==> config.mk <==
export PLATFORM = sky130hd
export DESIGN_NAME = alu_seq
export DESIGN_NICKNAME = d
export VERILOG_FILES = /design/src/rtl/alu_seq.sv
export SDC_FILE = /design/constraint.sdc
export NUM_CORES = 1
export LEC_CHECK = 0
export ABC_AREA = 0
export CORE_ASPECT_RATIO = 1.2
export CORE_MARGIN = 1
export CORE_UTILIZATION = 50
export CTS_CLUSTER_SIZE = 12
export DETAILED_ROUTE_END_ITERATION = 10
export PLACE_DENSITY = 0.67
export SLEW_MARGIN = 20
export SYNTH_ARGS = -nofsm -noshare
export SYNTH_HDL_FRONTEND = slang
export SYNTH_SLANG_ARGS = --single-unit
==> constraint.sdc <==
create_clock -name clk -period 2.71 [get_ports clk]
set_input_delay 0.542 -clock clk [delete_from_list [all_inputs] [get_ports clk]]
set_output_delay 0.542 -clock clk [all_outputs]
set_load 0.005 [all_outputs]
==> src/rtl/alu_seq.sv <==
`default_nettype none
// +--------------------------------------------------------------------------+
// | alu_seq : multi-cycle unsigned ALU, serial operand load, two-beat result  |
// | Revision: 1.0                                                             |
// +--------------------------------------------------------------------------+
module alu_seq #(
    parameter int WIDTH = 8,
    parameter int CNT_W = $clog2(WIDTH) + 1
) (
    input  logic             clk,
    input  logic             rst,
    input  logic [WIDTH-1:0] in,
    input  logic [1:0]       op_codes,
    input  logic             valid,
    output logic [WIDTH-1:0] o,
    output logic             ready,
    output logic             last,
    output logic             busy,
    output logic             err
);

    localparam int ACC_W = 2 * WIDTH + 1;

    localparam logic [2:0] S_IDLE   = 3'd0;
    localparam logic [2:0] S_LOAD_B = 3'd1;
    localparam logic [2:0] S_EXEC   = 3'd2;
    localparam logic [2:0] S_OUT_LO = 3'd3;
    localparam logic [2:0] S_OUT_HI = 3'd4;

    localparam logic [1:0] OP_ADD = 2'b00;
    localparam logic [1:0] OP_DIV = 2'b11;

    logic [2:0]       state_q, state_d;
    logic [WIDTH-1:0] a_q, a_d;
    logic [WIDTH-1:0] b_q, b_d;
    logic [1:0]       op_q, op_d;
    logic [CNT_W-1:0] cnt_q, cnt_d;
    logic [ACC_W-1:0] acc_q, acc_d;
    logic [WIDTH-1:0] hi_q, hi_d;
    logic [WIDTH-1:0] o_q, o_d;
    logic             err_q, err_d;

    logic [WIDTH:0]   w_sum;
    logic [WIDTH:0]   w_diff;
    logic [WIDTH:0]   w_mul_upper;
    logic [ACC_W-1:0] w_mul_step;
    logic [ACC_W-1:0] w_div_shift;
    logic [WIDTH:0]   w_div_rem;
    logic [WIDTH:0]   w_div_sub;
    logic [ACC_W-1:0] w_div_step;
    logic [ACC_W-1:0] w_step;
    logic             w_last_iter;

    assign w_sum  = {1'b0, a_q} + {1'b0, b_q};
    assign w_diff = {1'b0, a_q} - {1'b0, b_q};

    // Shift-add: acc = {partial product, remaining multiplier bits}, LSB first.
    assign w_mul_upper = acc_q[ACC_W-1:WIDTH] + (acc_q[0] ? {1'b0, a_q} : {(WIDTH+1){1'b0}});
    assign w_mul_step  = {1'b0, w_mul_upper, acc_q[WIDTH-1:1]};

    // Restoring division: acc = {remainder, dividend bits / quotient bits}.
    assign w_div_shift = {acc_q[ACC_W-2:0], 1'b0};
    assign w_div_rem   = w_div_shift[ACC_W-1:WIDTH];
    assign w_div_sub   = w_div_rem - {1'b0, b_q};
    assign w_div_step  = (w_div_rem >= {1'b0, b_q})
                       ? {w_div_sub, w_div_shift[WIDTH-1:1], 1'b1}
                       : {w_div_rem, w_div_shift[WIDTH-1:1], 1'b0};

    assign w_step      = (op_q == OP_DIV) ? w_div_step : w_mul_step;
    assign w_last_iter = (cnt_q == CNT_W'(WIDTH - 1));

    always_comb begin
        state_d = state_q;
        a_d     = a_q;
        b_d     = b_q;
        op_d    = op_q;
        cnt_d   = cnt_q;
        acc_d   = acc_q;
        hi_d    = hi_q;
        o_d     = o_q;
        err_d   = err_q;
        case (state_q)
            S_IDLE: begin
                if (valid) begin
                    a_d     = in;
                    op_d    = op_codes;
                    state_d = S_LOAD_B;
                end
            end
            S_LOAD_B: begin
                if (valid) begin
                    b_d     = in;
                    cnt_d   = '0;
                    acc_d   = {{(WIDTH+1){1'b0}}, (op_q == OP_DIV) ? a_q : in};
                    state_d = S_EXEC;
                end
            end
            S_EXEC: begin
                if (!op_q[1]) begin
                    o_d     = (op_q == OP_ADD) ? w_sum[WIDTH-1:0] : w_diff[WIDTH-1:0];
                    hi_d    = {{(WIDTH-1){1'b0}}, (op_q == OP_ADD) ? w_sum[WIDTH] : w_diff[WIDTH]};
                    err_d   = 1'b0;
                    state_d = S_OUT_LO;
                end else begin
                    acc_d = w_step;
                    if (w_last_iter) begin
                        o_d     = w_step[WIDTH-1:0];
                        hi_d    = w_step[2*WIDTH-1:WIDTH];
                        err_d   = (op_q == OP_DIV) && (b_q == '0);
                        state_d = S_OUT_LO;
                    end else begin
                        cnt_d = cnt_q + CNT_W'(1);
                    end
                end
            end
            S_OUT_LO: begin
                o_d     = hi_q;
                state_d = S_OUT_HI;
            end
            S_OUT_HI: begin
                err_d   = 1'b0;
                state_d = S_IDLE;
            end
            default: state_d = S_IDLE;
        endcase
    end

    always_ff @(posedge clk or negedge rst) begin
        if (!rst) begin
            state_q <= S_IDLE;
            a_q     <= '0;
            b_q     <= '0;
            op_q    <= '0;
            cnt_q   <= '0;
            acc_q   <= '0;
            hi_q    <= '0;
            o_q     <= '0;
            err_q   <= 1'b0;
        end else begin
            state_q <= state_d;
            a_q     <= a_d;
            b_q     <= b_d;
            op_q    <= op_d;
            cnt_q   <= cnt_d;
            acc_q   <= acc_d;
            hi_q    <= hi_d;
            o_q     <= o_d;
            err_q   <= err_d;
        end
    end

    assign o     = o_q;
    assign ready = (state_q == S_OUT_LO) || (state_q == S_OUT_HI);
    assign last  = (state_q == S_OUT_HI);
    assign busy  = (state_q != S_IDLE);
    assign err   = err_q;

endmodule
`default_nettype wire

After elaboration in Yosys (flattened, before gate mapping). Index checks and enable logic that the tools add are counted.

Register bits after elaboration: 59. Latch bits: 0. Memory bits (writable): 0. Memory bits (read-only): 0. Bits of input ports: 13. Output and inout bits: 12. Word-level logic and storage cells: 70. Memories: 0.

$add $sub $neg: 5. Multiply operators: 0. Div/mod/pow operators: 0. $lt $le $gt $ge: 1. Equal/unequal tests: 12. Shifts and indexed selects: 0. Mux-type cells: 26. Bitwise operators: 0. Reductions and logical operators: 17.

Operators with widths (count): 2-to-1 mux 17 bit (4); 2-to-1 mux 8 bit (7); case mux 17 bit (2 select lines) (1); case mux 8 bit (2 select lines) (1); 2-to-1 mux 3 bit (4); 2-to-1 mux 4 bit (3); case mux 3 bit (4 select lines) (1); AND reduction 2 bit (5); adder 8 x 8 -> 9 bit (1); adder 9 x 8 -> 9 bit (1); >= comparator 9 x 8 -> 1 bit (1); subtractor 8 x 8 -> 9 bit (1); subtractor 9 x 8 -> 9 bit (1); zero test 8 bit (1); inequality test 2 bit, second input constant (4); case mux 4 bit (2 select lines) (1); equality test 3 x 2 -> 1 bit, second input constant (2); AND reduction 3 bit (2); nonzero test 2 bit (3); adder 4 x 1 -> 4 bit, second input constant (1); equality test 4 x 3 -> 1 bit, second input constant (1); AND reduction 4 bit (1); equality test 3 x 1 -> 1 bit, second input constant (1); equality test 3 bit, second input constant (1); other kinds (10) (12).

Logic depth before layout (Yosys ltp).
Depth after elaboration: 6. Mapped depth: 12. Gate-level depth less buffers: 11.

Worst setup path before layout. No wires, ideal clock.

Kind: register to register. Start: reg b_q[1]. End: reg acc_q[12]. Library setup time: 0.126 ns. Arrival time: 2.171 ns. Data required time: 2.584 ns. Setup slack: 0.413 ns. Cell stages (with the launch flop): 10. Path buffers: 0. Period minus slack after synthesis: 2.297 ns. Cells stage by stage: dfrtp_1 -> inv_1 -> ha_1 -> nor2b_4 -> o31a_4 -> o21ai_4 -> o2111ai_4 -> mux2_4 -> o21ai_2 -> o21ai_1.

Longest elaborated chain between the ends: 5. Elaborated cells between the ends (all ways): 6. Those cells by class: add/sub: 1; order compare: 1; mux: 4.

RTL lines: start: declaration (RTL line 35) `logic [WIDTH-1:0] b_q, b_d;`; start signal: assignment (RTL line 132) `b_q <= '0;`; start signal: assignment (RTL line 142) `b_q <= b_d;`; subtractor 9 x 8 -> 9 bit / >= comparator 9 x 8 -> 1 bit (equally long branches) (RTL line 64, 65); 2-to-1 mux 17 bit (*) (RTL line 66) `? {w_div_sub, w_div_shift[WIDTH-1:1], 1'b1}`; 2-to-1 mux 17 bit (*) (RTL line 69) `assign w_step = (op_q == OP_DIV) ? w_div_step : w_mul_step;`; 2-to-1 mux 17 bit (*) (RTL line 99) `if (!op_q[1]) begin`; case mux 17 bit (2 select lines) (*) (RTL line 82) `case (state_q)`; end signal: assignment (RTL line 135) `acc_q <= '0;`; end signal: assignment (RTL line 145) `acc_q <= acc_d;`; end: declaration (RTL line 38) `logic [ACC_W-1:0] acc_q, acc_d;`.

Every way passes the cells marked *; elsewhere a longest branch is shown, timed or not. The select of a mux whose other input is x is not followed. A chain may end at the register's enable or synchronous reset.

Worst setup path in the final report.
Start: reg b_q[1]. End: reg hi_q[4].

Longest elaborated chain between the ends: 5. Elaborated cells between the ends (all ways): 6. Those cells by class: add/sub: 1; order compare: 1; mux: 4.

RTL lines: subtractor 9 x 8 -> 9 bit / >= comparator 9 x 8 -> 1 bit (equally long branches) (RTL line 64, 65); 2-to-1 mux 17 bit (*) (RTL line 66); 2-to-1 mux 17 bit (*) (RTL line 69); 2-to-1 mux 8 bit (*) (RTL line 106) `if (w_last_iter) begin`; 2-to-1 mux 8 bit (*) (RTL line 99); end signal: assignment (RTL line 146) `hi_q <= hi_d;`; end: declaration (RTL line 39) `logic [WIDTH-1:0] hi_q, hi_d;`.

Marks and branches as above.

==> results.md <==
* Outcome: complete, no violations
* Initial Utilization at 52.1%
* Max clock buf depth at 2
* Hold WS at approximately 0.17 ns
* Synth Area in Adders at 11.5%
* Clk Latency, worst-skew pair at 0.36 ns
* Die Width at just under 90 µm
* H-tree depth at 3
* Fraction of layout cells with a size suffix above 1 at 9.48%
* CTS root buf: clkbuf_8
* Post-synthesis compound-gate area fraction at 21.5%
* Clock slew seen by the registers of the worst setup and hold paths at about 0.070 ns
* Hold Path Class: input port to asynchronous set/reset pin
* CTS tree: done
* HPWL after DPL at a little over 9000 µm
* Layout area overhead at 13.5%
* Final worst path period share at around 93%
* Arrival time at the worst endpoint at 2.78 ns
* Dpl cells at between 600 and 700
* Crit. End Element: flip-flop
* Maximum vdd drop at 0.577 mV
* XOR/XNOR Fraction of Synth Area at under 10%
* Final setup skew at between 0.009 and 0.01 ns
* Fin nets at about 560
* Fin Setup TNS at 0 ns
* DRC viols at 0
* Slew Limit Fails at 0
* Drt initial violations at about 320
* Most frequent cells in the layout: nand2_1 (67), dfrtp_1 (58), a21oi_1 (41)
* Largest family of logic cells by synthesized area: compound AO/OA/AOI/OAI gates
* Core area at approximately 0.008 mm²
* Req. time, crit path at between 2 and 3 ns
* Clock sink total at 59
* Syn_nets at between 500 and 600
* Max Clock Freq at just under 0.4 GHz
* Tot GR Track Use at between 20% and 30%
* Worst-margin pin slew at a little over 0.7 ns
* Post-synth EDFFs at 0
* Pin count of the biggest net entering global routing at 60
* Worst rel slew slack at 52.0%
* Min cycle time layout at 2.53 ns
* Post-Syn Area at about 0.0043 mm²
* Cts bufs inserted at 9
* Drt wl/cell at ~19 µm
* Initial antenna violation count at 0
* Pwr Density at between 1000 and 1500 mW/mm²
* Leakage at around 2.2 nW
* Pre-antenna DRT Iters at 7
* ANT cells at 0
* Commonest non-fill, non-tap cell in the layout: nand2_1
* Die area at around 0.0090 mm²
* Mux cell area share after synthesis at about 7.6%
* Critical path type: flip-flop to flip-flop
* #FFs+latches synth at about 60
* Cell taking the most area after synthesis: dfrtp_1
* Main flop type after synthesis: dfrtp_1
* CP Launch Type: flip-flop
* Worst-path fanout max at 10
* # setup viols final at 0
* First-pass GRT wire length at between 15,000 and 20,000 µm
* Synth top area cells: dfrtp_1 (34%), ha_1 (9.6%), nand2_1 (5.9%)
* Yosys top cell area share at about a third
* Yosys warning count at 0
* Non-filler cells, final at between 600 and 700
* Num rows at 36
* Gate Count Post-Synth at roughly 490
* Avg Inst Size Synth at around 9 µm²
* Postcts setup bufs at 0
* Routability cong. at just under 0.9
* Post-synth cell types at 65
* Avg Vias per Cell at a little under 6
* Final hold violations at 0
* Sequential area share after synthesis at around a third
* Max cap viols at 0
* Hold-fix buffers, CTS at 0
* RSZ-0062 raised after global routing: false
* Final ANT Viol Nets at 0
* Port bufs at 24
* Total grt overflow at 0
* Boundary Pins at 25
* Vias in the first global route at between 3,000 and 4,000
* Via count at about 3,800
* Fraction of registers with async set/reset at 100%
* Routed Wire Length at about 12,000 µm
* Simple-Gate Fraction of Synth Area at ~18%
* Die H at approximately 100 µm
[layer usage]
layer / global-route usage [%] / vias to the layer above / share of wire, % / wire length (µm)
li1: - / 1782 / - / -
met1: 39.9 / 1809 / 44 / 5370
met2: 44.4 / 139 / 46 / 5640
met3: 3.82 / 31 / 5.4 / 655
met4: 14.5 / 0 / 4.2 / 510
met5: 0 / - / 0 / 0
[synth_stat cells (all sizes together), types with 8 or more instances]
library cell	count
nand2	69
dfrtp	59
o21ai	47
a21oi	41
nor2	35
ha	33
inv	23
mux2i	20
xnor2	11
a21o	10
and2	10
buf	10
clkbuf	9
mux2	9
a211oi	8
nand2b	8
[where the power goes]
group	internal [mW]	total, mW	switching [mW]
clock	0.424	0.812	0.389
combinational	1.81	4.18	2.37
sequential	1.21	1.69	0.484
total	3.44	6.68	3.24
[registers in the layout, summed over array words and instances, names as in the netlist]
name,count
state_q,3
op_q,2
cnt_q,4
hi_q,8
o,8
err,1
acc_q,17
b_q,8
a_q,8
[cell families after synthesis]
family	count (synthesis)
compound gates	142
mux	30
flops	59
xor+xnor	16
simple gates	159
buf+inv	42
fa+ha+maj	37
[repair_timing]
| item | 4_1_cts | 5_1_grt |
|---|---|---|
| endpoints found under the setup margin | 0 | 2 |
| hold endpoints to repair | 0 | 0 |
| resized for setup | 0 | 1 |
[per-stage QoR]
stage	worst slack [ns]	total power, mW	cell area, µm²	utilization (%)
finish	0.178	6.68	4880	59.2
global route	0.0534	7.15	4880	59.2
CTS	0.138	6.64	4880	59.2
detailed placement	0.158	5.82	4680	56.8
global placement	0.214	5.74	4680	56.8
floorplan	0.413	4.60	4300	-
[final timing paths]
| kind | start | endpoint | depth (start not counted) | slack (ns) |
|---|---|---|---|---|
| max | b_q[1] | hi_q[4] | 9 | 0.18 |
| min | rst | a_q[3] | 2 | 0.17 |
| max reg2reg | b_q[1] | hi_q[4] | 9 | 0.18 |
| min reg2reg | acc_q[16] | acc_q[16] | 2 | 0.53 |
| max in group asynchronous | rst | acc_q[0] | 2 | 2.24 |
| min in group clk | acc_q[16] | acc_q[16] | 2 | 0.53 |
[final cells by class]
class / count / area [µm²]
clock buffer: 10 / 128
clock inverter: 6 / 66.3
fill: 757 / 3370
inverter: 23 / 86.3
multi-input combinational: 384 / 2650
sequential: 59 / 1480
tap: 114 / 143
timing repair buffer: 35 / 330
[worst max-delay path, stage by stage (launching register included)]
cell and delay [ns]:
dfrtp_1 0.43, inv_1 0.21, ha_1 0.28, nor2b_4 0.14, o31a_4 0.30, o21ai_4 0.17
o2111ai_4 0.29, mux2_4 0.39, o21ai_2 0.14, o21ai_1 0.07
No activity file was read; power rests on OpenSTA's default activity.
==> variant 1, RTL diff (same flow settings) <==
Set the parameter `WIDTH` to 4 (it was 8).
--- a/src/rtl/alu_seq.sv
+++ b/src/rtl/alu_seq.sv
@@ -6,3 +6,3 @@
 module alu_seq #(
-    parameter int WIDTH = 8,
+    parameter int WIDTH = 4,
     parameter int CNT_W = $clog2(WIDTH) + 1
Interface: changed (resized in and o); port bits go from 25 to 17. The function was not compared with the original's and may differ.
==> variant 1 against the original RTL <==
Sequential cell count fell by 25; clock skew fell by 1.1 ps; routed wire length fell by 56%; global-route usage fell by 4.2 points; worst setup slack improved by 200 ps; synthesized area fell by 45%; power fell by 51%; design area fell by 46%; largest cell class unchanged.
==> variant 1: results (changes against the original RTL) <==
Layout
The count of antenna diodes in the layout was 0 (unchanged). The flip-flop count of the largest register, all copies and words added is 9 (-8). The final net count is 287 (-49%). The share of layout cells above drive strength 1 came to 11.28% (+1.8 points). The layout filler cell count came to 408 (-46%).

Counting flops per register, the top entry is acc_q.

Clocking
The count of H-tree levels built during CTS is 2 (-1). The clock input transition at the sequential cells of the worst setup and hold paths is 70 ps (about the same). The post-cts repair resize count was 0 (unchanged). The later-pin clock latency in the skew report came to 290 ps (-70 ps). The clock tree buffer depth is 2 (unchanged). The number of CTS-inserted buffers is 5 (-4).

Global routing
The maximum number of pins on one net before global-route repair is 35 (-42%). The number of global-route vias before repair is 1925 (-47%). The total congestion overflow is 0 (unchanged). The all-layer global routing usage is 24.74% (-4.2 points). The global-route wire length before repair is 9356 microns (-52%). The number of antenna violations at the first check in global routing came to 0 (unchanged).

Worst setup path
The cell at the slowest stage of the critical path is dfrtp_1. The peak per-stage delay on the critical path is 500 ps (+70 ps). The worst endpoint data arrival time is 1790 ps (-990 ps). The largest fanout on the critical path is 10 (unchanged). The setup slack of the most critical reg-to-reg path is 530 ps (+350 ps).

Logic synthesis
Counting instances in the post-synthesis netlist gives the leading cell types as dfrtp_1 (34), o21ai_0 (21), ha_1 (18), nand2_1 (18), nor2_1 (17). The count of yosys warnings during synthesis is 0 (unchanged). The net count of the mapped netlist is 270 (-50%). By area the synthesized netlist is led by dfrtp_1 (36%), ha_1 (9.5%), o21ai_0 (4.4%). The proportion of synthesized flip-flops having asynchronous set or reset was 100.0% (unchanged). The number of unique standard cell types used by synthesis is 52 (-20%).

The register area share after synthesis was 36.00% (+1.6 points).

Place
The total of buffers placed on input and output ports is 16 (-33%). The HPWL after detailed placement is 4122 microns (-55%). The worst setup slack before clock tree synthesis was 522.0 ps (+364.2 ps). The weighted congestion at the end of routability-driven global placement is 0.9328 (+4.9%).

Routing
The detailed-route wire length per cell was 17.11 microns (-11%). The initial detailed-routing violation count is 74 (-77%). The first-pass iteration count of the detailed router is 5 (-2). The via density per instance is 5.860 (-1.7%).

STA
The final worst clock skew came to 8.800 ps (-1.145 ps). The fraction of the cycle the final worst path needs came to 86.18% (-7.2 points). The remaining max-slew budget at the tightest pin is 69.75% (+18 points).

Worst hold path
In this run the worst hold path is classified as reg2reg.

Pwr
The leakage power of the design is 1.219 nW (-45%). The maximum vdd drop was 0.6177 mV (+7.0%). The internal power summed over all cells is 1.797 mW (-48%).

Outcome
The run finished with clean final reports.
variant 1: cell count changes in the layout (fill, tap and decap cells not counted), sizes merged, moves of 13 or more:
cell / delta
nor2: -16
ha: -15
mux2i: -13
dfrtp: -25
a21oi: -25
o21ai: -26
nand2: -49
variant 1: metal layers:
metal	track usage, %	vias to the layer above	share of wire [%]
li1	-	893	-
met1	31.16	898	43
met2	41.35	43	50
met3	4.613	12	4.9
met4	9.111	0	1.9
met5	0	-	0
variant 1: worst paths after layout:
check | from | to | cells after the start
min in group asynchronous | rst | state_q[0] | 2
min | cnt_q[2] | cnt_q[2] | 1
max reg2reg | acc_q[0] | acc_q[7] | 7
max | state_q[0] | ready | 3
max in group asynchronous | rst | cnt_q[2] | 2
min reg2reg | cnt_q[2] | cnt_q[2] | 1
variant 1: area by class of cell:
cell class / count / area [sq um] / area share [%]
Clock inverter: 1 / 5.005 / 0.1886
Inverter: 12 / 45.04 / 1.697
Clock buffer: 7 / 86.33 / 3.253
Tap cell: 58 / 72.57 / 2.735
Multi-Input combinational cell: 183 / 1404 / 52.90
Sequential cell: 34 / 850.8 / 32.06
Timing Repair Buffer: 20 / 190.2 / 7.166
variant 1: cell families (layout without fill, tap and decap cells):
group                    Yosys count  in the layout  share of synthesized area (%)
AND/OR/NAND/NOR                   74             74                          17.42
AO/OA/AOI/OAI                     63             63                          16.99
flip-flops                        34             34                          36.00
adder cells (fa/ha/maj)           22             22                          12.92
buffers and inverters             22             40                          4.605
multiplexers                      17             17                          9.476
XOR/XNOR                           7              7                          2.594
variant 1: worst max-delay path, delay by kind of cell, from the launching register on:
family | cells | cell delay (ps)
DFF | 1 | 500
buffers and inverters | 1 | 490
and+or+nand+nor | 2 | 510
variant 1: power by group through the flow:
stage,logic [mW],registers [mW],clock network (mW)
finish,1.92,0.976,0.396
detailed placement,1.91,0.984,0
CTS,1.93,0.974,0.400
global route,2.16,1.01,0.417
floorplan,1.50,0.861,0
global placement,1.90,0.979,0
variant 1: through the flow:
step,cells,instance area [sq um],util (%),hold WS (ps),total power [mW]
after detailed placement,307,2562,56.19,466.4,2.896
final,315,2654,58.19,476.4,3.289
after global routing,315,2654,58.19,517.7,3.587
after global placement,307,2562,56.19,467.9,2.877
after floorplan,239,2364,-,246.4,2.363
after CTS,315,2654,58.19,482.4,3.299
==> variant 2, RTL diff (same flow settings) <==
Without the edit above. Put one more register stage on the output `err`, with the module's reset. The value now appears one clock later. The other outputs are not delayed to match.
--- a/src/rtl/alu_seq.sv
+++ b/src/rtl/alu_seq.sv
@@ -155,3 +155,9 @@
     assign busy  = (state_q != S_IDLE);
-    assign err   = err_q;
+    always_ff @(posedge clk or negedge rst) begin
+        if (!rst) begin
+            err <= '0;
+        end else begin
+            err <= err_q;
+        end
+    end
 
Check against the original RTL: same outputs for any inputs over 10 cycles, from zero or initial values and one cycle with rst low; that may be too few to reach the edited logic, so the function may still have changed.
==> variant 2 against the original RTL <==
Core utilization down 0.80 points; first-iteration DRC count is 7.2% lower; final cell count grew 4.3%; die area increased by 3.6%; power grew 2.7%; synthesized area is 3.6% higher; sequential cell count is 1 higher; worst setup slack better by 45 ps; design area increased by 3.1%; sequential share of layout area decreased by 0.42 points; largest power group unchanged; routed wire length rose by 8.1%; critical path depth is 2 higher.
==> variant 2: results (changes against the original RTL) <==
Worst setup path
The capturing instance or port of the critical path is hi_q[6]. The origin of the critical flop-to-flop path is acc_q[7]. The endpoint of the worst register-to-register path is hi_q[6].

The category of the worst setup path launch point is a register. The worst-case reg-to-reg path depth is 11 (+2). The setup slack of the most critical reg-to-reg path is 220 ps (+40 ps). The largest fanout on the critical path is 3 (-7).

STA
The maximum achievable frequency is 402.1 MHz (+1.8%). The remaining max-slew budget at the tightest pin was 45.82% (-6.2 points). The final setup TNS is 0 ps (unchanged). The final worst clock skew came to 11.88 ps (+1.936 ps).

Logic synthesis
The mux contribution to synthesized area is 6.069% (-1.6 points). The net count of the mapped netlist was 558 (+4.3%). The register area share after synthesis is 33.72% (-0.64 points).

By area the synthesized netlist is led by dfrtp_1 (34%), ha_1 (9.3%), o21ai_0 (6.5%). The cell count after synthesis is 508 (+4.7%). The fraction of the mapped netlist area in adder cells is 11.07% (-0.40 points). The area share of xor/xnor cells in the synthesized design is 3.540% (+0.28 points). The number of unique standard cell types used by synthesis is 63 (-3.1%). The commonest cells after synthesis are nand2_1 (63), dfrtp_1 (60), o21ai_0 (58). The synthesized-area fraction occupied by ao, oa, aoi and oai cells was 23.10% (+1.6 points).

Place
The number of cells after detailed placement is 643 (+4.6%). The total of buffers placed on input and output ports is 24 (unchanged). The weighted congestion at the end of routability-driven global placement was 0.9757 (+9.7%). The HPWL after detailed placement came to 10020 microns (+9.1%). The worst setup slack before clock tree synthesis is 121.9 ps (-35.80 ps).

Routing
The first-pass iteration count of the detailed router is 5 (-2). The initial detailed-routing violation count is 298 (-7.2%). The routed length on met3 is 783 microns (+20%). The vias after detailed routing is 4076 (+8.4%). The routed metal-1 wirelength was 5407 microns (+0.65%).

The amount of wire on met2 after detailed routing is 6310 microns (+12%). The detailed-route wire length per cell came to 20.01 microns (+3.7%). The via density per instance is 6.195 (+3.9%).

Global routing
The number of antenna violations at the first check in global routing is 0 (unchanged). The all-layer global routing usage is 31.14% (+2.2 points). The number of global-route vias before repair is 3992 (+9.8%). The maximum number of pins on one net before global-route repair is 61 (+1.7%). The global-route wire length before repair is 21220 microns (+9.4%).

Pwr
The clock network fraction of design power is 10.8% (-1.4 points). The leakage power of the design is 2.234 nW (+0.85%). The maximum vdd drop is 0.7111 mV (+23%).

The total net switching power is 3.442 mW (+6.1%). The share of total power in sequential cells is 24.4% (-0.9 points). The total power after layout is 6.862 mW (+2.7%).

Clocking
The number of CTS-inserted buffers is 9 (unchanged). The count of H-tree levels built during CTS is 3 (unchanged). The clock reaches the later pin of the worst-skew pair after ~350 ps. The post-cts repair resize count is 0 (unchanged). The clock input transition at the sequential cells of the worst setup and hold paths is 70 ps (about the same). The buffer cell driving the clock tree root is clkbuf_8.

Layout
The count of antenna diodes in the layout is 0 (unchanged). The final net count is 587 (+4.4%). The layout filler cell count came to 821 (+8.5%). The flip-flop count of the largest register, all copies and words added is 17 (unchanged). The share of layout cells above drive strength 1 came to 11.65% (+2.2 points).

Floorplanning
The starting density of the core was 51.71% (-0.41 points).

Outcome
The flow ran to the end, and the final reports show no timing, DRC or antenna violations.
variant 2: layout make-up:
| cell class | instances | area share (%) |
|---|---|---|
| Tap cell | 117 | 2.913 |
| Multi-Input combinational cell | 401 | 54.84 |
| Inverter | 26 | 1.942 |
| Clock inverter | 4 | 0.4979 |
| Clock buffer | 11 | 3.012 |
| Sequential cell | 60 | 29.87 |
| Timing Repair Buffer | 39 | 6.921 |
variant 2: critical path: stages, from the launching register on:
cell and delay (ps):
dfrtp_1 400, inv_1 100, ha_1 220, inv_1 70, fa_1 430, a211oi_2 270, o21bai_1 120, a21oi_1 180
xnor2_1 160, a21oi_1 80, o31ai_2 230, a22o_1 170
variant 2: per-layer routing:
metal,up-vias,global-route usage (%)
met1,1967,39.39
met2,183,49.83
met3,44,5.325
met5,-,0
li1,1882,-
met4,0,17.28
variant 2: through the flow:
stage               hold WS, ps  instance area (sq um)
floorplan                 246.4                   4453
global placement          365.8                   4840
detailed placement        372.9                   4840
CTS                       388.3                   5016
global route              399.2                   5026
finish                    349.5                   5026
